**src/rtl/axil_blockmem_pkg.sv**
```systemverilog
// Shared types and constants for the AXI-Lite to block-memory port.
// Holds the FSM state encoding and the AXI response codes.
package axil_blockmem_pkg;

    typedef enum logic [2:0] {
        IDLE,
        MWR,
        BRESP,
        MRD,
        RWAIT,
        RRESP
    } state_t;

    localparam logic [1:0] RESP_OKAY   = 2'b00;
    localparam logic [1:0] RESP_SLVERR = 2'b10;

endpackage

```
**src/rtl/axil_blockmem_port.sv**
```systemverilog
// AXI-Lite slave that serves one transaction at a time
// from one port of a synchronous dual-port block memory.
module axil_blockmem_port
    import axil_blockmem_pkg::*;
#(
    parameter int G_MEMWIDTH = 32,
    parameter int G_MEMDEPTH = 1024,
    parameter int G_AXI_AW   = 16
) (
    input  logic                          clk,
    input  logic                          rst_n,
    input  logic [G_AXI_AW-1:0]           s_awaddr,
    input  logic                          s_awvalid,
    output logic                          s_awready,
    input  logic [G_MEMWIDTH-1:0]         s_wdata,
    input  logic [G_MEMWIDTH/8-1:0]       s_wstrb,
    input  logic                          s_wvalid,
    output logic                          s_wready,
    output logic [1:0]                    s_bresp,
    output logic                          s_bvalid,
    input  logic                          s_bready,
    input  logic [G_AXI_AW-1:0]           s_araddr,
    input  logic                          s_arvalid,
    output logic                          s_arready,
    output logic [G_MEMWIDTH-1:0]         s_rdata,
    output logic [1:0]                    s_rresp,
    output logic                          s_rvalid,
    input  logic                          s_rready,
    output logic                          mem_en,
    output logic [G_MEMWIDTH/8-1:0]       mem_we,
    output logic [$clog2(G_MEMDEPTH)-1:0] mem_addr,
    output logic [G_MEMWIDTH-1:0]         mem_din,
    input  logic [G_MEMWIDTH-1:0]         mem_dout
);

    localparam int C_NB  = G_MEMWIDTH / 8;
    localparam int C_LSB = $clog2(C_NB);
    localparam int C_AW  = $clog2(G_MEMDEPTH);
    localparam logic [G_AXI_AW:0] C_LIMIT =
        (G_AXI_AW + 1)'(G_MEMDEPTH * C_NB);

    state_t                r_state;
    state_t                w_next;
    logic                  r_last_wr;
    logic [C_AW-1:0]       r_addr;
    logic [G_MEMWIDTH-1:0] r_wdata;
    logic [C_NB-1:0]       r_wstrb;
    logic [1:0]            r_bresp;
    logic [1:0]            r_rresp;
    logic [G_MEMWIDTH-1:0] r_rdata;

    logic w_idle;
    logic w_wr_elig;
    logic w_rd_elig;
    logic w_grant_wr;
    logic w_grant_rd;
    logic w_aw_oor;
    logic w_ar_oor;

    // Extra top bit so a limit equal to 2**G_AXI_AW still compares correctly
    assign w_aw_oor = {1'b0, s_awaddr} >= C_LIMIT;
    assign w_ar_oor = {1'b0, s_araddr} >= C_LIMIT;

    assign w_idle     = (r_state == IDLE) && rst_n;
    assign w_wr_elig  = s_awvalid && s_wvalid;
    assign w_rd_elig  = s_arvalid;
    assign w_grant_wr = w_idle && w_wr_elig
                        && (!w_rd_elig || !r_last_wr);
    assign w_grant_rd = w_idle && w_rd_elig && !w_grant_wr;

    always_ff @(posedge clk) begin
        if (!rst_n) begin
            r_state <= IDLE;
        end else begin
            r_state <= w_next;
        end
    end

    always_comb begin
        w_next = r_state;
        unique case (r_state)
            IDLE: begin
                if (w_grant_wr) begin
                    w_next = w_aw_oor ? BRESP : MWR;
                end else if (w_grant_rd) begin
                    w_next = w_ar_oor ? RRESP : MRD;
                end
            end
            MWR:   w_next = BRESP;
            BRESP: if (s_bready) w_next = IDLE;
            MRD:   w_next = RWAIT;
            RWAIT: w_next = RRESP;
            RRESP: if (s_rready) w_next = IDLE;
            default: w_next = IDLE;
        endcase
    end

    always_ff @(posedge clk) begin
        if (!rst_n) begin
            r_last_wr <= 1'b0;
            r_addr    <= '0;
            r_wdata   <= '0;
            r_wstrb   <= '0;
            r_bresp   <= RESP_OKAY;
            r_rresp   <= RESP_OKAY;
            r_rdata   <= '0;
        end else begin
            if (w_grant_wr) begin
                r_last_wr <= 1'b1;
                r_addr    <= s_awaddr[C_LSB +: C_AW];
                r_wdata   <= s_wdata;
                r_wstrb   <= s_wstrb;
                r_bresp   <= w_aw_oor ? RESP_SLVERR : RESP_OKAY;
            end
            if (w_grant_rd) begin
                r_last_wr <= 1'b0;
                r_addr    <= s_araddr[C_LSB +: C_AW];
                r_rresp   <= w_ar_oor ? RESP_SLVERR : RESP_OKAY;
                r_rdata   <= '0;
            end
            if (r_state == RWAIT) begin
                r_rdata <= mem_dout;
            end
        end
    end

    // Memory strobes are gated by rst_n so a reset mid-access cannot leak a pulse
    always_comb begin
        s_awready = w_grant_wr;
        s_wready  = w_grant_wr;
        s_arready = w_grant_rd;
        s_bvalid  = (r_state == BRESP);
        s_bresp   = r_bresp;
        s_rvalid  = (r_state == RRESP);
        s_rresp   = r_rresp;
        s_rdata   = r_rdata;
        mem_en    = 1'b0;
        mem_we    = '0;
        mem_addr  = '0;
        mem_din   = '0;
        if (rst_n && (r_state == MWR)) begin
            mem_en   = 1'b1;
            mem_we   = r_wstrb;
            mem_addr = r_addr;
            mem_din  = r_wdata;
        end
        if (rst_n && (r_state == MRD)) begin
            mem_en   = 1'b1;
            mem_addr = r_addr;
        end
    end

endmodule

```
**config.mk**
```make
export PLATFORM = sky130hd
export DESIGN_NAME = axil_blockmem_port
export DESIGN_NICKNAME = d
export VERILOG_FILES = /design/src/rtl/axil_blockmem_pkg.sv /design/src/rtl/axil_blockmem_port.sv
export SDC_FILE = /design/constraint.sdc
export NUM_CORES = 1
export LEC_CHECK = 0
export ABC_AREA = 1
export CAP_MARGIN = 20
export CORE_MARGIN = 2
export CORE_UTILIZATION = 40
export DETAILED_ROUTE_END_ITERATION = 7
export PLACE_DENSITY = 0.77
export SLEW_MARGIN = 20
export SYNTH_ARGS = -nofsm -noshare
export SYNTH_HDL_FRONTEND = slang
export SYNTH_SLANG_ARGS = --single-unit
```
**constraint.sdc**
```tcl
create_clock -name clk -period 2.12 [get_ports clk]
set_clock_uncertainty 0.2 [all_clocks]
set_input_delay 0.424 -clock clk [delete_from_list [all_inputs] [get_ports clk]]
set_output_delay 0.424 -clock clk [all_outputs]
set_load 0.01 [all_outputs]
```
==> metrics.md, run 1 <==
| Metric | Value |
|---|---|
| Gr usage total | 21.7% |
| TritonCTS Buffers | 9 |
| Core footprint | 9150 um^2 |
| Final setup fails | 0 |
| Slew @ Worst Pin | approximately 0.66 ns |
| Sw Share | 35.1% |
| Worst path max stage delay | 0.35 ns |
| Slowest cell on crit path | dfxtp_2 |
| I/O pins | 195 |
| Hold Buf Count CTS | 0 |
| Main synth FF type | dfxtp_1 |
| Crit Path Class | register to output port |
| Die area | a little over 10000 um^2 |
| CP endpoint kind | output port |
| Root buf cell | clkbuf_8 |
| Post-synth top cells | dfxtp_1 (84), nand2_1 (72), nor2_1 (64) |
| Slew Limit Fails | 0 |
| Drt initial violations | 141 |
| Worst path arrival time | between 1 and 1.5 ns |
| Post-synthesis sequential element count | 84 |
| Dpl hpwl | 7900 um |
| Pwr Total | 5.58 mW |
| Share of cells above drive strength 1 | 28.9% |
| Filler-free cell count of the finished design | 816 |
| Min-Delay Path Class | register to register |
| Peak supply drop | 0.506 mV |
| Number of vias per cell | just under 5 |
| WP data required | 1.50 ns |
| CP Buf/Inv Count | 2 |
| RSZ-0062 raised after global routing | yes |
| Post-synth EDFFs | 0 |
| Wire length per cell | 14.0 um |
| Die W | 101 um |
| Synth area leader | dfxtp_1 |
| PnR worst setup slack | 0.00676 ns |
| Nets | slightly above 800 |
| Internal power | 3.63 mW |
| Cell row count | 35 |
| P_sw | 1.96 mW |
| Crit-path max FO | 18 |
| First-pass GRT wire length | 17600 um |
| Overall routed net length | 11400 um |
| Clock sinks | 84 |
| Setup TNS | 0 ns |
| Yosys cell types | 28 |
| Placed cell areas | 5790 um^2 |
| Combinational share of power | between 40% and 50% |
| Setup crit end | mem_din[9] |
| Post-Syn Instances | 499 |
| Final Hold Viols | 0 |
| Htree depth | 3 |
| Top delay family on crit path | simple AND/OR/NAND/NOR gates |
| Initial Utilization | 41.0% |
| Routed Antenna Nets | 0 |
| Max-Cap Viols | 0 |
| Largest net degree at the start of global routing | 76 |
| GRT overflow | 0 |
| # diodes | 0 |
| Mean Syn Cell Area | 7.52 um^2 |
| Clock Path Buffers | 2 |
| Reg2reg setup slack | roughly 0.2 ns |
| Setup crit start | r_state[2] |
| Hold slack final | 0.259 ns |
| Dpl ws | -0.655 ns |
| Reg2reg path depth | 10 |
| TritonRoute pass-1 iters | 4 |
| Final GP Congestion | 0.834 |
| Period utilisation layout | 99.7% |
| Minimum clock period | 2.11 ns |
| Mapped Area | approximately 3800 um^2 |
| Design area | 6110 um^2 |
| Slew headroom | roughly 56% |
| Clock network power share | between 20% and 30% |
| I/O Buffers | 188 |
| Worst r2r dst | s_rdata[19] |
| Reg clk slew, reported paths | approximately 0.090 ns |
| Antenna violations before repair | 0 |
| Power Density | 913 nW/um^2 |
| Die Y | 101 um |
| Achievable Freq | 473 MHz |
| Critical path cell sequence | nor3_4 -> nand2_4 -> buf_12 -> nor2_2 -> buf_2 |
| Fin util | 66.8% |
| DRC viols | 0 |
| Top-count cell post-synth | dfxtp_1 |
| Vias in the first global route | 3775 |
| Routed vias | 3931 |
| Startpoint class of the critical path | register |
| TritonCTS clock tree | built |
| Post-placement cell count | approximately 790 |
| Share of flip-flops with an asynchronous set or reset | 0% |
| Worst r2r src | r_state[0] |
| Synth top area share | 44.8% |
| Area Growth Syn to Fin | 62.9% |
| Area contributors post-synth | dfxtp_1 (45%), nand2_1 (7.2%), a21oi_1 (7.1%), a21oi_2 (7.0%), nor2_1 (6.4%) |
| Synth warnings | 0 |
| Sequential Power Share | 34.8% |
| WP depth | 5 |
| Leakage | 2.41 nW |
| Clk_lat worst skew | 0.35 ns |
| Outcome | completed |
| Share of the yosys chip area belonging to registers | 44.8% |
power by group through the flow:
stage	registers, mW	logic, mW	clock network, mW
6_report	1.94	2.35	1.29
5_1_grt	1.97	2.56	1.41
4_1_cts	1.94	2.22	1.34
3_5_place_dp	1.97	2.11	0
3_3_place_gp	1.96	2.05	0
2_1_floorplan	2.01	1.24	0
registers in the layout, indices dropped and copies added, names as in the netlist:
signal	cells
r_wstrb	4
s_rdata	32
r_last_wr	1
r_state	3
s_bresp	1
s_rresp	1
r_wdata	32
r_addr	10
cell usage in the layout, fill, tap and decap left out, drive strengths merged, types with 2 or more instances in the layout:
master         count
a21oi             83
buf               84
bufinv             2
clkbuf            13
clkdlybuf4s50    135
clkinvlp           2
conb               2
dfxtp             84
inv               64
nand2            106
nand3             18
nand4              2
nor2              66
nor3               2
o21ai             38
worst min path at each step:
stage           startpoint           to  slack [ns]  depth (start not counted)
2_1_floorplan  r_wdata[14]  r_wdata[14]        0.23                          2
3_3_place_gp   r_wdata[26]  r_wdata[26]        0.24                          2
3_5_place_dp   r_wdata[17]  r_wdata[17]        0.24                          2
4_1_cts         r_wdata[7]   r_wdata[7]        0.26                          2
5_1_grt         r_wdata[6]   r_wdata[6]        0.28                          2
6_report       r_wdata[11]  r_wdata[11]        0.26                          2
area by class of cell:
cell class                 count  area, um^2
fill                         818        3040
tap                          111         139
sequential                    84        1680
timing repair buffer         222        2050
inverter                      64         260
clock buffer                  11         141
multi-input combinational    319        1750
clock inverter                 5        83.8
routing by layer:
metal / global-route usage [%] / wire (um) / part of all wire [%] / up-vias
li1: - / - / - / 1958
met1: 27.0 / 4790 / 42 / 1793
met2: 37.0 / 5570 / 49 / 159
met3: 5.13 / 874 / 7.6 / 21
met4: 7.06 / 212 / 1.9 / 0
met5: 0 / 0 / 0 / -
repair_timing:
action / in CTS / in global routing
cloned: 2 / 0
pin swaps: 4 / 6
setup endpoints to repair: 52 / 51
hold endpoints to repair: 0 / 0
buffers inserted: 5 / 2
resized for setup: 215 / 63
logic make-up (layout without fill, tap and decap cells):
logic type             after synthesis  after routing  share of synthesized area (%)
and+or+nand+nor                    195            195                           23.6
buffers and inverters               97            302                           12.1
AOI/OAI and AO/OA                  122            122                           19.3
other                                1              2                          0.100
DFF                                 84             84                           44.8
worst reg2reg max path: stages, from the launching register on:
cell and delay, ns:
dfxtp_2 0.32, buf_4 0.15, nor2_4 0.12, buf_4 0.13
buf_4 0.10, buf_4 0.10, nand2_1 0.10, inv_1 0.07
buf_4 0.30, nand2_1 0.13, a21oi_2 0.16
Power figures use the tool's default switching activity.
==> run 2, diff against run 1 <==
- ABC_AREA: 1 -> not set
- CORE_UTILIZATION: 40 -> 38
- PLACE_DENSITY: 0.77 -> 0.76
- SETUP_SLACK_MARGIN: not set -> 0.05
==> run 2 against run 1 <==
The run now ends with negative setup slack left; core utilization is 2.0 points lower; total power decreased by 8.9%; maximum frequency is 2.3% lower; clock power shrank 11%; cell count is 12% lower; first-iteration DRC count grew 16%; worst setup slack lost 0.050 ns; critical path type is now input pin to output port; largest cell class unchanged.
==> metrics.md, run 2 <==
| Metric | Value |
|---|---|
| Clock Path Buffers | 2 (unchanged) |
| Achievable Freq | 462 MHz (-2.3%) |
| Top-count cell post-synth | dfxtp_1 |
| DRC viols | 0 (unchanged) |
| Routed Antenna Nets | 0 (unchanged) |
| Die Y | 99.6 um (-1.2%) |
| Share of cells above drive strength 1 | 20.8% (-8.1 points) |
| Critical path cell sequence | clkdlybuf4s15_1 -> inv_2 -> nor3b_4 -> and2b_2 -> buf_12 -> and2_1 -> buf_2 |
| Slew Limit Fails | 0 (unchanged) |
| Outcome | complete, but fails checks |
| Synth area leader | dfxtp_1 |
| Vias in the first global route | 3512 (-7.0%) |
| Core footprint | 8810 um^2 (-3.8%) |
| Mean Syn Cell Area | 8.48 um^2 (+13%) |
| RSZ-0062 raised after global routing | yes |
| Hold path start | r_wdata[9] |
| Fin util | 64.8% (-2.0 points) |
| Reg2reg setup slack | 0.19 ns (about the same) |
| Dpl hpwl | 7060 um (-11%) |
| Period utilisation layout | 102% (+2.3 points) |
| Design area | 5710 um^2 (-6.6%) |
| Minimum clock period | 2.16 ns (+0.0496 ns) |
| Worst r2r dst | r_state[1] |
| Synth warnings | 0 (unchanged) |
| Main synth FF type | dfxtp_1 |
| Placed cell areas | 5530 um^2 (-4.5%) |
| Max-Cap Viols | 0 (unchanged) |
| Hold Buf Count CTS | 0 (unchanged) |
| Hold Crit Endpoint | r_wdata[9] |
| Crit-path max FO | 18 (unchanged) |
| Mapped Area | 3480 um^2 (-7.3%) |
| Reg clk slew, reported paths | 0.08 ns (about the same) |
| CP endpoint kind | output port |
| Htree depth | 3 (unchanged) |
| Antenna violations before repair | 0 (unchanged) |
| Final Hold Viols | 0 (unchanged) |
| Clock sinks | 84 (unchanged) |
| TritonRoute pass-1 iters | 5 (+1) |
| First-pass GRT wire length | 16800 um (-4.7%) |
| Number of vias per cell | 5.02 (+4.2%) |
| Register Area | 1690 um^2 (about the same) |
| Leakage | 2.28 nW (-5.4%) |
| Slew headroom | 43.6% (-12 points) |
| Synth top area share | 48.4% (+3.6 points) |
| Post-Syn Instances | 410 (-18%) |
| Post-synth EDFFs | 0 (unchanged) |
| I/O pins | 195 (unchanged) |
| Nets | 712 (-12%) |
| Post-synthesis sequential element count | 84 (unchanged) |
| Peak supply drop | 0.466 mV (-7.9%) |
| Final setup fails | 40 (+40) |
| Slew @ Worst Pin | 0.846 ns (+0.187 ns) |
| Clk_lat worst skew | 0.34 ns (about the same) |
| Crit Path Class | input pin to output port |
| GRT overflow | 0 (unchanged) |
| Worst path arrival time | 1.54 ns (+0.05 ns) |
| PnR worst setup slack | -0.0429 ns (-0.0496 ns) |
| Min-Delay Path Class | register to register |
| Pwr Total | 5.09 mW (-8.9%) |
| Yosys cell types | 39 (+39%) |
| Worst r2r src | r_state[0] |
| Failing checks | negative setup slack |
| Overall routed net length | 10600 um (-7.6%) |
| Largest net degree at the start of global routing | 83 (+9.2%) |
| Cell row count | 34 (-2.9%) |
| Area of the multi-input gates | 1660 um^2 (-5.5%) |
| Startpoint class of the critical path | input pin |
| I/O Buffers | 188 (unchanged) |
| Most frequent cells in the layout | clkdlybuf4s50_1 (134), dfxtp_1 (81), nand2_1 (76) |
| Worst hold stages | 2 (unchanged) |
| Area Growth Syn to Fin | 64.2% |
| Power Density | 891 nW/um^2 (-2.4%) |
| TritonCTS clock tree | built |
| Worst path max stage delay | 0.22 ns (-0.13 ns) |
| Initial Utilization | 39.5% (-1.5 points) |
| # diodes | 0 (unchanged) |
| Reg2reg path depth | 7 (-3) |
| Share of flip-flops with an asynchronous set or reset | 0% (unchanged) |
| CP Buf/Inv Count | 4 (+2) |
| Area contributors post-synth | dfxtp_1 (48%), and2_1 (8.5%), nand2_1 (8.3%), a22oi_1 (6.9%), a21oi_1 (5.8%) |
| TritonCTS Buffers | 9 (unchanged) |
| Commonest non-fill, non-tap cell in the layout | clkdlybuf4s50_1 |
| Gr usage total | 20.8% (-0.89 points) |
| Root buf cell | clkbuf_8 |
| Fillers | 740 (-9.5%) |
| Share of the yosys chip area belonging to registers | 48.4% (+3.6 points) |
| Die area | 9930 um^2 (-2.4%) |
| Drt initial violations | 163 (+16%) |
| Final GP Congestion | 0.895 (+7.3%) |
| Top delay family on crit path | buffers and inverters |
| Wire length per cell | 14.7 um (+5.0%) |
| Post-synth top cells | dfxtp_1 (84), nand2_1 (77), nor2_1 (49) |
| WP data required | 1.50 ns (about the same) |
| Die W | 99.6 um (-1.2%) |
| Slowest cell on crit path | clkdlybuf4s15_1 |
| Routed vias | 3603 (-8.3%) |
run 2: cell types whose count changed after synthesis, moves of 30 or more:
cell,change
o21ai_0,-32
nand2_2,-32
a22oi_1,+32
and2_1,+47
inv_1,-57
a21oi_2,-30
run 2: per-layer routing:
| metal | vias up | share of wire, % | GRT usage (%) |
|---|---|---|---|
| met5 | - | 0 | 0 |
| met4 | 0 | 2.2 | 7.48 |
| met3 | 19 | 7.5 | 5.41 |
| met2 | 156 | 48 | 34.4 |
| met1 | 1649 | 43 | 26.3 |
| li1 | 1779 | - | - |
run 2: what timing repair did:
action,in CTS,in global routing
setup buffers,5,1
gates cloned,2,0
pin swaps,11,6
endpoints found under the setup margin,100,69
resized for setup,236,25
run 2: worst max-delay path by stage:
stage | startpoint | endpoint | slack (ns) | cells after the start
2_1_floorplan | rst_n | mem_din[10] | 0.009 | 6
3_3_place_gp | rst_n | mem_din[8] | -0.76 | 7
3_5_place_dp | rst_n | mem_din[8] | -0.80 | 7
4_1_cts | r_state[2] | mem_we[0] | -0.12 | 6
5_1_grt | r_state[0] | mem_din[19] | -0.14 | 5
6_report | rst_n | mem_din[12] | -0.04 | 7
run 2: final cells by class:
type	instances	area share (%)
clock buffer	9	2.17
inverter	3	0.241
multi-input combinational	288	29.1
tap	108	2.37
timing repair buffer	219	35.3
sequential	84	29.5
clock inverter	7	1.32
run 2: power breakdown:
part / switching [mW] / leakage, nW / internal, mW
clock network: 0.597 / 0.0923 / 0.550
logic: 0.919 / 1.50 / 1.05
registers: 0.149 / 0.683 / 1.83
run 2: per-stage QoR:
step | setup WS, ns | TNS [ns] | instances | hold WS [ns]
after floorplan | 0.00865 | 0 | 411 | 0.232
after global placement | -0.764 | -58.87 | 695 | 0.237
after detailed placement | -0.798 | -60.95 | 695 | 0.244
after CTS | -0.125 | -2.84 | 718 | 0.256
after global routing | -0.143 | -5.01 | 718 | 0.272
final | -0.0429 | -1.12 | 718 | 0.251
run 2: logic make-up (layout without fill, tap and decap cells):
group	count (synthesis)	after routing	share of synthesized area (%)
buffers and inverters	39	238	5.51
and+or+nand+nor	189	189	26.9
AOI/OAI and AO/OA	97	97	19.2
DFF	84	84	48.4
other	1	2	0.108
run 2: worst reg2reg max path, stage by stage (launching register included):
cell,delay (ns)
dfxtp_2,0.34
buf_6,0.13
nor4b_4,0.36
nand3_4,0.14
inv_4,0.11
buf_12,0.23
a211oi_1,0.11
o211a_1,0.21
